<file path="src/rtl/acq_pkg.sv">
// Shared definitions for the acquisition writer: FSM state encoding and
// the decimation control width.
package acq_pkg;

    localparam int DECIMW = 4;

    typedef enum logic [1:0] {
        ST_IDLE,
        ST_DELAY,
        ST_CAPTURE,
        ST_DONE
    } acq_state_e;

endpackage

</file>
<file path="src/rtl/acq_writer.sv">
// Trigger-delayed, decimated ADC capture into an external sample RAM; after
// capture it holds done and lends the RAM address port to the host.
module acq_writer
    import acq_pkg::*;
#(
    parameter int DATASIZE  = 12,
    parameter int ADDRSIZE  = 7,
    parameter int DELAYSIZE = 16
) (
    input  logic                 clk,
    input  logic                 rst,
    input  logic                 trig,
    input  logic [DELAYSIZE-1:0] delay,
    input  logic [ADDRSIZE:0]    nsamples,
    input  logic [DECIMW-1:0]    decim,
    input  logic                 adc_valid,
    input  logic [DATASIZE-1:0]  adc_data,
    input  logic                 ack,
    input  logic [ADDRSIZE-1:0]  rd_addr,
    output logic [DATASIZE-1:0]  rd_data,
    output logic                 busy,
    output logic                 done,
    output logic                 trig_ignored,
    output logic                 ram_enw,
    output logic [ADDRSIZE-1:0]  ram_addr,
    output logic [DATASIZE-1:0]  ram_datai,
    input  logic [DATASIZE-1:0]  ram_datao
);

    localparam logic [ADDRSIZE:0] DEPTH = {1'b1, {ADDRSIZE{1'b0}}};

    acq_state_e           state_q,   state_d;
    logic [DELAYSIZE-1:0] delay_q,   delay_d;
    logic [DELAYSIZE-1:0] dcnt_q,    dcnt_d;
    logic [ADDRSIZE:0]    nsamp_q,   nsamp_d;
    logic [DECIMW-1:0]    decim_q,   decim_d;
    logic [DECIMW-1:0]    phase_q,   phase_d;
    logic [ADDRSIZE:0]    cnt_q,     cnt_d;
    logic [ADDRSIZE-1:0]  wr_addr_q, wr_addr_d;
    logic [DATASIZE-1:0]  datai_q,   datai_d;
    logic                 enw_q,     enw_d;
    logic                 ign_q,     ign_d;
    logic                 start;

    // NOTE: every always_comb output gets a default first so no path leaves it unassigned (no latch).
    always_comb begin
        state_d   = state_q;
        delay_d   = delay_q;
        dcnt_d    = dcnt_q;
        nsamp_d   = nsamp_q;
        decim_d   = decim_q;
        phase_d   = phase_q;
        cnt_d     = cnt_q;
        wr_addr_d = wr_addr_q;
        datai_d   = datai_q;
        enw_d     = 1'b0;
        ign_d     = 1'b0;
        start     = 1'b0;

        case (state_q)
            ST_IDLE: start = trig;
            ST_DELAY: begin
                ign_d = trig;
                // dcnt starts at 1 on trig, so the DELAY state lasts max(delay,1) cycles
                if (dcnt_q >= delay_q) begin
                    state_d = (nsamp_q == '0) ? ST_DONE : ST_CAPTURE;
                end else begin
                    dcnt_d = dcnt_q + 1'b1;
                end
            end
            ST_CAPTURE: begin
                ign_d = trig;
                if (adc_valid) begin
                    phase_d = (phase_q == decim_q) ? '0 : phase_q + 1'b1;
                    if (phase_q == '0) begin
                        enw_d     = 1'b1;
                        datai_d   = adc_data;
                        wr_addr_d = cnt_q[ADDRSIZE-1:0];
                        cnt_d     = cnt_q + 1'b1;
                        if (cnt_q + 1'b1 == nsamp_q) state_d = ST_DONE;
                    end
                end
            end
            ST_DONE: begin
                if (trig)     start   = 1'b1;
                else if (ack) state_d = ST_IDLE;
            end
            default: state_d = ST_IDLE;
        endcase

        if (start) begin
            state_d = ST_DELAY;
            delay_d = delay;
            dcnt_d  = {{(DELAYSIZE-1){1'b0}}, 1'b1};
            nsamp_d = (nsamples > DEPTH) ? DEPTH : nsamples;
            decim_d = decim;
            phase_d = '0;
            cnt_d   = '0;
        end
    end

    // NOTE: sequential state uses non-blocking assignments so every register samples pre-edge values.
    always_ff @(posedge clk or posedge rst) begin
        if (rst) begin
            state_q   <= ST_IDLE;
            delay_q   <= '0;
            dcnt_q    <= '0;
            nsamp_q   <= '0;
            decim_q   <= '0;
            phase_q   <= '0;
            cnt_q     <= '0;
            wr_addr_q <= '0;
            datai_q   <= '0;
            enw_q     <= 1'b0;
            ign_q     <= 1'b0;
        end else begin
            state_q   <= state_d;
            delay_q   <= delay_d;
            dcnt_q    <= dcnt_d;
            nsamp_q   <= nsamp_d;
            decim_q   <= decim_d;
            phase_q   <= phase_d;
            cnt_q     <= cnt_d;
            wr_addr_q <= wr_addr_d;
            datai_q   <= datai_d;
            enw_q     <= enw_d;
            ign_q     <= ign_d;
        end
    end

    // The write port owns the address only while a write is in flight
    assign ram_addr     = enw_q ? wr_addr_q : rd_addr;
    assign ram_enw      = enw_q;
    assign ram_datai    = datai_q;
    assign rd_data      = ram_datao;
    assign busy         = (state_q == ST_DELAY) || (state_q == ST_CAPTURE);
    assign done         = (state_q == ST_DONE);
    assign trig_ignored = ign_q;

endmodule
</file>
<file path="config.mk">
export PLATFORM = sky130hd
export DESIGN_NAME = acq_writer
export DESIGN_NICKNAME = d
export VERILOG_FILES = /design/src/rtl/acq_pkg.sv /design/src/rtl/acq_writer.sv
export SDC_FILE = /design/constraint.sdc
export NUM_CORES = 1
export LEC_CHECK = 0
export ABC_CLOCK_PERIOD_IN_PS = 6840
export CAP_MARGIN = 20
export CORE_MARGIN = 2
export CORE_UTILIZATION = 54
export DETAILED_ROUTE_END_ITERATION = 6
export PLACE_DENSITY = 0.85
export SYNTH_ARGS = -nofsm -noshare
export SYNTH_HDL_FRONTEND = slang
export SYNTH_SLANG_ARGS = --single-unit
</file>
<file path="constraint.sdc">
create_clock -name clk -period 6.84 [get_ports clk]
set_input_delay 1.71 -clock clk [delete_from_list [all_inputs] [get_ports clk]]
set_output_delay 1.71 -clock clk [all_outputs]
set_load 0.01 [all_outputs]
</file>
==> out/results.env <==
ANTENNA_FOUND_INITIAL=0
SYNTHCELLS=479
POST_SYNTH_MAIN_AREA_CONTRIBUTORS='dfrtp_1, nand2_1, ha_1, o21ai_0, inv_1'
SUMMED_INSTANCE_AREA_OF_THE_SYNTHESIZED_NETLIST_UM2=4298
FIN_HOLD_WS_PS=479.8
TOP_USAGE_LAYER='met2'
YOSYSUNIQUECELLTYPES=51
CRITPATHLAUNCHTYPE='primary input'
CTS_ROOT_BUFFER='clkbuf_8'
CAP_VIOL_MAX_COUNT=0
GROUTE.USAGE.OVERALL=0.2206
NUMBER_OF_SINKS_HANDLED_BY_CLOCK_TREE_SYNTHESIS=79
R2R_SETUP_SLACK_PS=3990
DPL_CELL_AREA_UM2=5004
CTSHTREEMAXLEVEL=3
ASYNC_FLOP_SHARE=1.000
CRITICAL_PATH.MAX_STAGE_DELAY_PS=480
VIAS_PER_CELL=5.448
YS_FF_LATCH=79
SYNTH_TOP_FLOP_CELL='dfrtp_1'
WORSTMARGINPINSLEW_PS=695.7
GRT.MET3_USAGE=0.03948
GR-USAGE-MET2=0.3835
SETUP_VIOL=0
PATH_COMMON_CELL='clkdlybuf4s50_1'
FLOORPLAN.ROWS=32
DRIVE_ABOVE_1_SHARE=0.07050
AREA_DELTA_SYNTH_FINAL_PCT=22.10
IO_BUFFER_COUNT=74
CTS_REPAIR_RESIZE_COUNT=0
FINALCLOCKSKEW_PS=7.590
VDD.IR_DROP.WORST_mV=0.1357
CRIT_TYPE='in2out'
CP_MAX_FO=1
FIN_CELLS=641
NUMBER_OF_WARNINGS_REPORTED_IN_THE_YOSYS_SYNTHESIS_LOG=0
GPL.FINAL_WEIGHTED_CONGESTION=0.8665
X_DIMENSION_OF_THE_DIE_UM=93.22
CTS_SETUP_BUFFERS=0
MAPPEDNETLISTNETS=567
CTS_BUFFER_DEPTH=2
MOSTFREQUENTLAYOUTCELL='nand2_1'
CRITICAL-PATH-SLOWEST-CELL='clkdlybuf4s50_1'
LAYOUT_WORST_PATH_CYCLE_SHARE=0.6670
WORSTPATHCELLLIST='clkdlybuf4s50_1 -> mux2_2 -> clkdlybuf4s50_1'
CONGESTION_OVERFLOW_GR=0
MAX_CLOCK_FREQ_GHz=0.2192
END_KIND='output pin'
DETAILED_PLACER_S_ENDING_HPWL_UM=6303
GRT_PASS1_VIAS=3569
WORSTSKEWPAIRLATENCY_PS=350
WORST-PATH-BUF-INV=2
DESIGN_AREA_UM2=5248
FINAL_CELL_MIX='nand2_1, dfrtp_1, clkdlybuf4s50_1'
MIN_PATH_TYPE='reg2reg'
LEAKAGEPOWER_nW=2.519
DIODES=0
LARGEST_NET_DEGREE_AT_THE_START_OF_GLOBAL_ROUTING=80
DETAILEDROUTE.FIRSTPASSITERATIONCOUNT=5
CRITICAL_PATH_ARRIVAL_PS=2850
TOTALNEGATIVESETUPSLACK_PS=0
ROUTE.DETAILED.DRC=0
SYNTH_TOP_CELL_AREA_SHARE=0.4600
DRTANTENNAVIOLNETS=0
TRITONCTS='done'
WL_UM=8871
FLOORPLAN.CORE_AREA_UM2=7727
SYNTH_EDF_COUNT=0
RUN_STATUS='finished clean'
RSZ0062_AT_GRT='false'
FIN_TOTAL_PWR_mW=0.8661
POSTCTSHOLDBUFS=0
CTS-BUFFERS-INSERTED=9
GLOBALROUTEMET1UTIL=0.2583
PWR_DENSITY_CELL_nW_PER_UM2=165.0
MAXSLEWHEADROOM=0.5361
ROUTED_WIRE_LENGTH_PER_INSTANCE_UM=13.84
PATH_CLK_SLEW_PS=80
SYNTH_AREA_PER_CELL_UM2=8.973
CP_REQUIRED_PS=5130
ROUTED-VIA-COUNT=3492
DRV_SLEW=0
SYNTH.LARGEST_AREA_CELL='dfrtp_1'
DRT-INITIAL-DRC-COUNT=169
CRIT_FAMILY='buffers and inverters'
TOP_LEVEL_I_O_COUNT=99
TIMING_HOLD_VIOLATIONS_FINAL=0
DIE_HEIGHT_UM=93.22
DIE_AREA_UM2=8689
PERIOD_NEEDED_PS=4562
WIRE_LENGTH_OF_THE_FIRST_GLOBAL_ROUTING_PASS_UM=15300
SYNTH_SEQUENTIAL_AREA_RATIO=0.4600
NETS=623
INITIAL_CORE_UTIL=0.5562
PLACE.DETAILED.INSTANCES=624
flip-flops by register name, indices dropped and copies added, names as in the netlist:
signal and flops:
state_q 2, ram_enw 1, delay_q 16, cnt_q 8, nsamp_q 8, wr_addr_q 7
decim_q 4, dcnt_q 16, phase_q 4, trig_ignored 1, ram_datai 12
layout make-up:
class                      count  area, um^2
fill                         614        2480
multi-input combinational    339        2042
sequential                    79        1977
timing repair buffer          77       795.8
clock buffer                  11       151.4
tap                          102       127.6
inverter                      29       108.9
clock inverter                 4       45.04
path summary, 6_finish.rpt:
kind                                                start                        end  depth (start not counted)
min in group asynchronous                             rst     nsamp_q[1]$_DFFE_PP0P_                          3
worst min-delay path            ram_datai[11]$_DFFE_PP0P_  ram_datai[11]$_DFFE_PP0P_                          2
max in group asynchronous                             rst   ram_datai[6]$_DFFE_PP0P_                          4
worst min register to register  ram_datai[11]$_DFFE_PP0P_  ram_datai[11]$_DFFE_PP0P_                          2
worst max register to register      dcnt_q[0]$_DFFE_PP0P_     dcnt_q[14]$_DFFE_PP0P_                          8
worst max-delay path                           rd_addr[3]                ram_addr[3]                          3
synth_stat cells, types with 4 or more instances:
library cell	n
xnor2_1	11
xor2_1	10
and3_1	8
nor2_1	17
and2_1	6
ha_1	24
or3_1	9
buf_1	4
o21ai_0	33
buf_4	12
mux2_2	8
dfrtp_1	79
nand2_1	129
a21oi_1	19
nand3b_1	7
buf_2	5
nor3_1	6
nand3_1	5
nand4_1	5
inv_1	28
clkbuf_1	11
per-layer routing:
metal	part of all wire	up-vias
met4	0.028	0
met5	0	-
met3	0.047	24
met2	0.50	97
li1	-	1700
met1	0.43	1671
cells by family after synthesis:
kind of cell	after synthesis	synth area share
adder cells (fa/ha/maj)	24	0.06987
multiplexers	10	0.02562
buffers and inverters	61	0.06521
flip-flops	79	0.4600
AO/OA/AOI/OAI	74	0.1109
XOR/XNOR	21	0.04279
AND/OR/NAND/NOR	210	0.2256
worst reg2reg max path: cells and delay by family (launching register included):
| family | cells | cell delay (ps) |
|---|---|---|
| AOI/OAI and AO/OA | 3 | 1150 |
| adders and majority gates | 1 | 280 |
| buffers and inverters | 1 | 80 |
| DFF | 1 | 390 |
| muxes | 1 | 360 |
| and+or+nand+nor | 2 | 490 |
stage by stage:
| stage | utilization | setup WS [ps] |
|---|---|---|
| floorplan | - | 3107 |
| global placement | 0.6475 | 2306 |
| detailed placement | 0.6475 | 2267 |
| CTS | 0.6729 | 2262 |
| global route | 0.6791 | 2232 |
| finish | 0.6791 | 2278 |
power breakdown:
part	leakage, nW	total [mW]	internal, mW	switching [mW]
combinational	1.42	0.0500	0.0336	0.0163
clock	0.105	0.349	0.185	0.164
sequential	0.998	0.467	0.467	0.0000894
total	2.52	0.866	0.685	0.181
No activity file was read; power rests on OpenSTA's default activity.
